`src/rtl/cpu_pkg.sv`:
```
// Shared types and constants for the five-stage 32-bit pipelined CPU.
package cpu_pkg;

  localparam int unsigned XLEN   = 32;
  localparam int unsigned REG_W  = 5;
  localparam int unsigned CTRL_W = 10;

  localparam logic [REG_W-1:0] REG_ZERO = 5'd0;

  typedef enum logic [3:0] {
    ALU_ADD = 4'd0,
    ALU_SUB = 4'd1,
    ALU_AND = 4'd2,
    ALU_OR  = 4'd3,
    ALU_XOR = 4'd4,
    ALU_NOR = 4'd5,
    ALU_SLT = 4'd6,
    ALU_SLL = 4'd7,
    ALU_SRL = 4'd8,
    ALU_SRA = 4'd9,
    ALU_LUI = 4'd10
  } alu_op_e;

  typedef struct packed {
    alu_op_e alu_op;
    logic    alu_src;
    logic    reg_write;
    logic    mem_read;
    logic    mem_write;
    logic    mem_to_reg;
    logic    branch;
  } ctrl_t;

  localparam ctrl_t CTRL_NOP = ctrl_t'(10'd0);

  // Write-back forwarding hit; register 0 is hardwired and never forwarded.
  function automatic logic wb_hit(input logic             we,
                                  input logic [REG_W-1:0] waddr,
                                  input logic [REG_W-1:0] raddr);
    return we && (waddr != REG_ZERO) && (waddr == raddr);
  endfunction

endpackage

```
`src/rtl/hazard_detect.sv`:
```
// Load-use hazard compare between the load in EX and the instruction in ID.
module hazard_detect
  import cpu_pkg::*;
(
  input  logic             ex_valid,
  input  logic             ex_mem_read,
  input  logic [REG_W-1:0] ex_rt,
  input  logic             id_valid,
  input  logic [REG_W-1:0] id_rs,
  input  logic [REG_W-1:0] id_rt,
  input  logic             id_uses_rt,
  output logic             hz_c
);

  logic rs_match;
  logic rt_match;

  always_comb begin
    rs_match = (ex_rt == id_rs);
    rt_match = id_uses_rt & (ex_rt == id_rt);
    hz_c     = ex_valid & ex_mem_read & (ex_rt != REG_ZERO) & id_valid
             & (rs_match | rt_match);
  end

endmodule

```
`src/rtl/id_ex_stage.sv`:
```
// ID/EX pipeline register: load-use stall, flush/stall bubbles, hold, and
// write-back bypass into the captured operands.
module id_ex_stage
  import cpu_pkg::*;
#(
  parameter int unsigned PC_W  = 32,
  parameter int unsigned CNT_W = 16
) (
  input  logic              clk,
  input  logic              rst,
  input  logic              id_valid,
  input  logic [PC_W-1:0]   id_pc,
  input  logic [REG_W-1:0]  id_rs,
  input  logic [REG_W-1:0]  id_rt,
  input  logic [REG_W-1:0]  id_rd,
  input  logic              id_uses_rt,
  input  logic [XLEN-1:0]   id_rs_data,
  input  logic [XLEN-1:0]   id_rt_data,
  input  logic [XLEN-1:0]   id_imm,
  input  logic [CTRL_W-1:0] id_ctrl,
  input  logic              wb_we,
  input  logic [REG_W-1:0]  wb_addr,
  input  logic [XLEN-1:0]   wb_data,
  input  logic              flush,
  input  logic              hold,
  output logic              stall_o,
  output logic              ex_valid,
  output logic [PC_W-1:0]   ex_pc,
  output logic [REG_W-1:0]  ex_rs,
  output logic [REG_W-1:0]  ex_rt,
  output logic [REG_W-1:0]  ex_rd,
  output logic [XLEN-1:0]   ex_rs_data,
  output logic [XLEN-1:0]   ex_rt_data,
  output logic [XLEN-1:0]   ex_imm,
  output logic [CTRL_W-1:0] ex_ctrl,
  output logic [CNT_W-1:0]  bubble_cnt
);

  ctrl_t id_ctrl_s;
  logic  hz_c;

  logic             ex_valid_q,   ex_valid_d;
  logic [PC_W-1:0]  ex_pc_q,      ex_pc_d;
  logic [REG_W-1:0] ex_rs_q,      ex_rs_d;
  logic [REG_W-1:0] ex_rt_q,      ex_rt_d;
  logic [REG_W-1:0] ex_rd_q,      ex_rd_d;
  logic [XLEN-1:0]  ex_rs_data_q, ex_rs_data_d;
  logic [XLEN-1:0]  ex_rt_data_q, ex_rt_data_d;
  logic [XLEN-1:0]  ex_imm_q,     ex_imm_d;
  ctrl_t            ex_ctrl_q,    ex_ctrl_d;
  logic [CNT_W-1:0] bubble_cnt_q, bubble_cnt_d;

  assign id_ctrl_s = ctrl_t'(id_ctrl);

  hazard_detect u_hazard_detect (
    .ex_valid    (ex_valid_q),
    .ex_mem_read (ex_ctrl_q.mem_read),
    .ex_rt       (ex_rt_q),
    .id_valid    (id_valid),
    .id_rs       (id_rs),
    .id_rt       (id_rt),
    .id_uses_rt  (id_uses_rt),
    .hz_c        (hz_c)
  );

  // A flush kills the wrong-path decode instruction upstream, so it never stalls.
  always_comb begin
    stall_o = hz_c & ~flush & ~hold;
  end

  // Next-state: flush > hold > load-use bubble > normal load.
  always_comb begin
    ex_valid_d   = ex_valid_q;
    ex_pc_d      = ex_pc_q;
    ex_rs_d      = ex_rs_q;
    ex_rt_d      = ex_rt_q;
    ex_rd_d      = ex_rd_q;
    ex_rs_data_d = ex_rs_data_q;
    ex_rt_data_d = ex_rt_data_q;
    ex_imm_d     = ex_imm_q;
    ex_ctrl_d    = ex_ctrl_q;
    bubble_cnt_d = bubble_cnt_q;

    if (flush || (!hold && hz_c)) begin
      ex_valid_d   = 1'b0;
      ex_pc_d      = '0;
      ex_rs_d      = REG_ZERO;
      ex_rt_d      = REG_ZERO;
      ex_rd_d      = REG_ZERO;
      ex_rs_data_d = '0;
      ex_rt_data_d = '0;
      ex_imm_d     = '0;
      ex_ctrl_d    = CTRL_NOP;
      if (!flush && (bubble_cnt_q != {CNT_W{1'b1}})) begin
        bubble_cnt_d = bubble_cnt_q + CNT_W'(1);
      end
    end else if (!hold) begin
      ex_valid_d   = id_valid;
      ex_pc_d      = id_pc;
      ex_rs_d      = id_rs;
      ex_rt_d      = id_rt;
      ex_rd_d      = id_rd;
      ex_imm_d     = id_imm;
      ex_ctrl_d    = id_valid ? id_ctrl_s : CTRL_NOP;
      ex_rs_data_d = wb_hit(wb_we, wb_addr, id_rs) ? wb_data : id_rs_data;
      ex_rt_data_d = wb_hit(wb_we, wb_addr, id_rt) ? wb_data : id_rt_data;
    end
  end

  always_ff @(posedge clk) begin
    if (rst) begin
      ex_valid_q   <= 1'b0;
      ex_pc_q      <= '0;
      ex_rs_q      <= REG_ZERO;
      ex_rt_q      <= REG_ZERO;
      ex_rd_q      <= REG_ZERO;
      ex_rs_data_q <= '0;
      ex_rt_data_q <= '0;
      ex_imm_q     <= '0;
      ex_ctrl_q    <= CTRL_NOP;
      bubble_cnt_q <= '0;
    end else begin
      ex_valid_q   <= ex_valid_d;
      ex_pc_q      <= ex_pc_d;
      ex_rs_q      <= ex_rs_d;
      ex_rt_q      <= ex_rt_d;
      ex_rd_q      <= ex_rd_d;
      ex_rs_data_q <= ex_rs_data_d;
      ex_rt_data_q <= ex_rt_data_d;
      ex_imm_q     <= ex_imm_d;
      ex_ctrl_q    <= ex_ctrl_d;
      bubble_cnt_q <= bubble_cnt_d;
    end
  end

  assign ex_valid   = ex_valid_q;
  assign ex_pc      = ex_pc_q;
  assign ex_rs      = ex_rs_q;
  assign ex_rt      = ex_rt_q;
  assign ex_rd      = ex_rd_q;
  assign ex_rs_data = ex_rs_data_q;
  assign ex_rt_data = ex_rt_data_q;
  assign ex_imm     = ex_imm_q;
  assign ex_ctrl    = ex_ctrl_q;
  assign bubble_cnt = bubble_cnt_q;

endmodule

```
`config.mk`:
```
export PLATFORM = sky130hd
export DESIGN_NAME = id_ex_stage
export DESIGN_NICKNAME = d
export VERILOG_FILES = /design/src/rtl/cpu_pkg.sv /design/src/rtl/hazard_detect.sv /design/src/rtl/id_ex_stage.sv
export SDC_FILE = /design/constraint.sdc
export NUM_CORES = 1
export LEC_CHECK = 0
export CORE_AREA = 5 5 140 142
export DETAILED_ROUTE_END_ITERATION = 10
export DIE_AREA = 0 0 145 147
export PLACE_DENSITY = 0.8
export SYNTH_ARGS = -nofsm -noshare
export SYNTH_HDL_FRONTEND = slang
export SYNTH_SLANG_ARGS = --single-unit
```
`constraint.sdc`:
```
create_clock -name clk -period 5.1 [get_ports clk]
set_input_delay 1.02 -clock clk [delete_from_list [all_inputs] [get_ports clk]]
set_output_delay 1.02 -clock clk [all_outputs]
set_load 0.1 [all_outputs]
```
==> flow_summary_export.csv, run 1 <==
group,metric,value,unit
power,p_leak,4.53,nW
drt,wl,23200,um
worst_setup_path,worst-path-buf-inv,2,
sta,tightest_slew,1.07,ns
cells_and_area,final_common_cell,"clkdlybuf4s50_1",
synthesis,netlist_area,7210,um2
die,boundaryPins,368,
synthesis,synthTopCellsByArea,"dfxtp_1 47%, mux2i_1 20%, nor2_1 8.1%, mux2_2 7.7%, mux2_1 2.3%",
sta,skew,0.00927,ns
synthesis,synthCells,701,
cts,cts_hold_buf,0,
synthesis,synth_top_area_frac,0.472,
synthesis,yosysWarnings,0,
cts,path_clk_slew,0.07,ns
worst_setup_path,crit_chain,"clkdlybuf4s50_1 > xnor2_1 > nand4_1 > o22ai_1 > nor2b_1 > nor2b_1 > buf_4",
synthesis,synth.avg_cell_area,10.3,um2
synthesis,synth-seq-cells,170,
global_route,grt_pass1_vias,6504,
sta,hold_viol,0,
drt,ant_nets,0,
synthesis,synth.distinct_cells,37,
worst_setup_path,crit_required,4.08,ns
power,p_per_area,292,nW/um2
cts,cts_tree,"done",
placed_design,place_area,11000,um2
placed_design,post-place-ws,1.12,ns
sta,period_share,0.769,
synthesis,async_flop_share,0,
synthesis,yosysSeqAreaShare,0.472,
job,drv_cap,0,
drt,wl_per_cell,17.9,um
die,start_util,0.393,
cts,cts_resized,0,
worst_setup_path,worstPathArrival,2.90,ns
cells_and_area,layout_common_cells,"365 x clkdlybuf4s50_1, 170 x dfxtp_1, 155 x nor2_1",
global_route,grt_pass1_wl,36000,um
global_route,antenna_found_initial,0,
cts,cts_sinks,170,
cells_and_area,layout.nets,1244,
worst_setup_path,crit_family,"buffers and inverters",
cts,cts_root_buffer,"clkbuf_16",
sta,period_minus_slack,3.92,ns
cells_and_area,drive_gt1_frac,0.0925,
synthesis,synth-edff-count,0,
cts,cts_max_level,4,
sta,max_slew_margin,0.286,
die,die_h,147,um
placed_design,port_buffers,367,
drt,firstDrtPassIters,4,
power,vdd_drop_max,226,uV
synthesis,synth_nets,899,
worst_setup_path,cp-start-kind,"input pin",
global_route,grt_usage,0.211,
sta,setup_slack,1.18,ns
sta,finalSetupTns,0,ns
die,die_w,145,um
cts,cts_buffer_depth,2,
sta,setup_viol,0,
global_route,grt_max_degree,62,
worst_setup_path,end_kind,"output port",
sta,grt_setup_unrepaired,"no",
placed_design,dp_hpwl,17500,um
drt,num_vias,6350,
die,core-area,18300,um2
synthesis,synth_flop_cell,"dfxtp_1",
die,die_area,21300,um2
cells_and_area,syn_to_final_growth,60.6,%
sta,max_freq,255,MHz
drt,drt_iter0_markers,232,
hold_path,min_path_type,"reg -> reg",
global_route,grt_remaining_overflow,0,
drt,drc_errors,0,
drt,vias_per_cell,4.91,
worst_setup_path,crit_type,"in -> out",
cts,postCtsSetupBuffers,0,
worst_setup_path,path_common_cell,"nor2b_1",
cts,cts_made_buffers,17,
synthesis,yosys.area.top_type,"dfxtp_1",
cts,clock_latency,0.42,ns
cells_and_area,antenna_cells,0,
worst_setup_path,cp_max_fo,4,
placed_design,place_congestion,0.798,
sta,finalMaxSlewViolations,0,
worst_setup_path,worst_path_max_delay_cell,"clkdlybuf4s50_1",
worst_setup_path,critical-path-max-stage-delay,0.47,ns
outcome,status,"finished clean",
die,rows,50,
cells_and_area,design_area,11600,um2
==> layer usage <==
metal	up-vias	global-route usage	wire length [um]
met5	-	0	0
met4	0	0.0697	504
met3	29	0.0925	2220
met2	253	0.363	11400
met1	2954	0.235	9070
li1	3114	-	-
==> synthesized netlist by cell type (10+ instances only) <==
master	n
a21oi_1	11
a22oi_1	10
clkbuf_1	21
dfxtp_1	170
mux2_1	15
mux2_2	49
mux2i_1	144
nand2_1	10
nor2_1	155
xnor2_1	16
==> cell families (layout without fill, tap and decap cells) <==
family,count (synthesis),count (layout),synth area share
buffers and inverters,50,408,0.0370
xor gates and xnor gates,22,22,0.0267
muxes,208,208,0.300
and+or+nand+nor,212,212,0.129
DFF,170,170,0.472
AOI/OAI and AO/OA,38,38,0.0335
adders and majority gates,1,1,0.00174
==> worst paths after layout <==
path             from  depth (start not counted)  slack, ns    endpoint
min          ex_valid                          2       0.49    ex_valid
max          id_rt[0]                          7       1.18     stall_o
min reg2reg  ex_valid                          2       0.49    ex_valid
max reg2reg  ex_rt[0]                          7       2.43  ex_imm[15]
==> metrics by stage <==
step | utilization | total power [W] | std cells | hold slack [ns]
after global routing | 0.631 | 0.00352 | 1293 | 0.517
after floorplan | - | 0.00188 | 701 | 0.497
final | 0.631 | 0.00337 | 1293 | 0.489
after detailed placement | 0.600 | 0.00215 | 1261 | 0.482
after global placement | 0.600 | 0.00215 | 1261 | 0.469
after CTS | 0.631 | 0.00342 | 1293 | 0.498
==> where the power goes <==
part | switching, W | leakage (nW) | internal (W)
Combinational | 0.000442 | 2.87 | 0.000291
Clock | 0.000602 | 0.280 | 0.000651
Sequential | 0.0000213 | 1.38 | 0.00137
==> state kept, by name, indices dropped and copies added (netlist names) <==
name        count
ex_rs_data     32
ex_imm         32
ex_rs           5
bubble_cnt     16
ex_rt_data     32
ex_pc          32
ex_rd           5
ex_ctrl        10
ex_rt           5
ex_valid        1
==> worst min-delay path, cell delays in order, from the launching register on <==
cell	delay (ns)
dfxtp_1	0.32
nand2_1	0.06
a21oi_1	0.06
==> layout make-up <==
cell class,instances,area (um2)
Clock buffer,17,425
Clock inverter,15,144
Fill cell,1535,6760
Inverter,2,7.51
Multi-Input combinational cell,481,3560
Sequential cell,170,3400
Tap cell,234,293
Timing Repair Buffer,374,3740
Power figures use the tool's default switching activity.
==> run 2: changes to the inputs <==
--- a/config.mk
+++ b/config.mk
@@ -5,10 +5,10 @@
 export SDC_FILE = /design/constraint.sdc
 export NUM_CORES = 1
 export LEC_CHECK = 0
-export CORE_AREA = 5 5 140 142
+export CORE_MARGIN = 5
+export CORE_UTILIZATION = 36
 export DETAILED_ROUTE_END_ITERATION = 10
-export DIE_AREA = 0 0 145 147
-export PLACE_DENSITY = 0.8
+export PLACE_DENSITY = 0.77
 export SYNTH_ARGS = -nofsm -noshare
 export SYNTH_HDL_FRONTEND = slang
 export SYNTH_SLANG_ARGS = --single-unit
==> constraint.sdc (replaced) <==
create_clock -name clk -period 3.3 [get_ports clk]
set_input_delay 0.66 -clock clk [delete_from_list [all_inputs] [get_ports clk]]
set_output_delay 0.66 -clock clk [all_outputs]
set_load 0.1 [all_outputs]
==> run 2 against run 1 <==
  * Global-route usage down 1.8 points
  * Via count shrank 1.1%
  * Sequential power increased by 55%
  * Highest routed layer is now met5
  * Largest cell class is now multi-input gates
==> flow_summary_export.csv, run 2 (synthesized netlist as in run 1, its figures left out) <==
group,metric,value,unit
global_route,grt_usage,0.193,
job,drv_cap,0,
drt,wl_met2,11500,um
cells_and_area,drive_gt1_frac,0.256,
die,die_area,23000,um2
cts,cts_made_buffers,17,
drt,drt_iter0_markers,218,
drt,firstDrtPassIters,4,
die,core-area,19600,um2
worst_setup_path,crit_required,2.64,ns
drt,top_layer,"met5",
cells_and_area,syn_to_final_growth,57.3,%
worst_setup_path,worstPathArrival,2.45,ns
worst_setup_path,cp-start-kind,"input pin",
sta,setup_viol,0,
worst_setup_path,cp.depth,8,
global_route,grt_pass1_vias,6274,
cts,cts_max_level,4,
sta,grt_setup_unrepaired,"no",
hold_path,holdPathStages,2,
global_route,grt_pass1_wl,34300,um
worst_setup_path,crit_type,"in -> out",
cts,path_clk_slew,0.07,ns
cts,cts_sinks,170,
global_route,antenna_found_initial,2,
sta,period_minus_slack,3.11,ns
hold_path,min_path_type,"reg -> reg",
worst_setup_path,end_kind,"output port",
placed_design,place_congestion,0.801,
drt,wl_per_cell,17.7,um
worst_setup_path,worst-path-buf-inv,3,
cts,cts_root_buffer,"clkbuf_16",
worst_setup_path,worst_path_max_delay_cell,"clkdlybuf4s50_1",
sta,hold_viol,0,
worst_setup_path,cp_max_fo,4,
cells_and_area,finish.utilization,0.579,
sta,skew,0.0123,ns
drt,num_vias,6283,
die,boundaryPins,368,
drt,wl_met3,2610,um
power,vdd_drop_max,369,uV
drt,vias_per_cell,4.73,
drt,wl,23500,um
worst_setup_path,reg2reg_depth,8,
placed_design,dp_hpwl,17700,um
worst_setup_path,crit_chain,"clkdlybuf4s50_1 > xnor2_1 > nand3_1 > o22ai_1 > buf_4 > nor2b_1 > nor2b_2 > buf_12",
cells_and_area,layout.nets,1248,
sta,period_share,0.942,
power,p_per_area,468,nW/um2
sta,finalMaxSlewViolations,0,
die,die_w,152,um
cts,cts_resized,0,
drt,wl_met1,8980,um
global_route,grt_remaining_overflow,0,
placed_design,port_buffers,367,
die,rows,51,
sta,timing.hold.ws,0.494,ns
cts,cts_buffer_depth,2,
cells_and_area,final_common_cell,"clkdlybuf4s50_1",
cts,postCtsSetupBuffers,0,
outcome,status,"finished clean",
sta,max_slew_margin,0.247,
drt,ant_nets,0,
worst_setup_path,critical-path-max-stage-delay,0.54,ns
cts,cts_tree,"done",
die,start_util,0.368,
cts,cts_hold_buf,0,
power,p_leak,4.91,nW
drt,drc_errors,0,
cells_and_area,fillers,1713,
cells_and_area,layout_common_cells,"195 x clkdlybuf4s50_1, 174 x buf_4, 170 x dfxtp_1",
die,die_h,152,um
sta,max_freq,322,MHz
sta,finalSetupTns,0,ns
worst_setup_path,crit_family,"buffers and inverters",
global_route,grt_max_degree,156,
sta,tightest_slew,1.13,ns
cts,clock_latency,0.42,ns
run 2: path summary, 6_finish.rpt:
| check | start | end | slack [ns] |
|---|---|---|---|
| setup / recovery | id_rs[1] | stall_o | 0.19 |
| setup reg to reg | bubble_cnt[0] | bubble_cnt[14] | 0.99 |
| hold / removal | ex_pc[31] | ex_pc[31] | 0.49 |
| hold reg to reg | ex_pc[31] | ex_pc[31] | 0.49 |
run 2: worst reg2reg max path, stage by stage, from the launching register on:
cell     delay [ns]
dfxtp_1        0.34
ha_1           0.22
nand3_1        0.19
nor4_1         0.11
nor3_1         0.27
nand2_1        0.28
buf_4          0.26
or4_1          0.40
a21oi_1        0.17
run 2: routing by layer:
metal,track usage,vias to the layer above
li1,-,3120
met3,0.0854,24
met1,0.207,2872
met4,0.0593,2
met2,0.342,265
met5,0,-
run 2: metrics by stage:
step           instances  setup WS, ns  cell area [um2]  total power [W]
2_1_floorplan        701        0.0961             7210          0.00291
3_3_place_gp        1296         0.222            10700          0.00331
3_5_place_dp        1296         0.165            10700          0.00332
4_1_cts             1328         0.158            11300          0.00538
5_1_grt             1329         0.122            11300          0.00552
6_report            1329         0.193            11300          0.00531
run 2: power breakdown:
part | leakage, nW | switching, W | internal, W
logic | 3.24 | 0.000682 | 0.000439
clock network | 0.289 | 0.000880 | 0.00116
registers | 1.38 | 0.0000352 | 0.00211
total | 4.91 | 0.00160 | 0.00371
run 2: layout make-up:
type,count,area [um2],share of cell area
inverter,2,7.51,0.000662
sequential,170,3400,0.300
timing repair buffer,378,3430,0.303
antenna,1,2.50,0.000221
clock inverter,13,155,0.0137
multi-input combinational,481,3560,0.314
tap,265,332,0.0292
clock buffer,19,443,0.0391
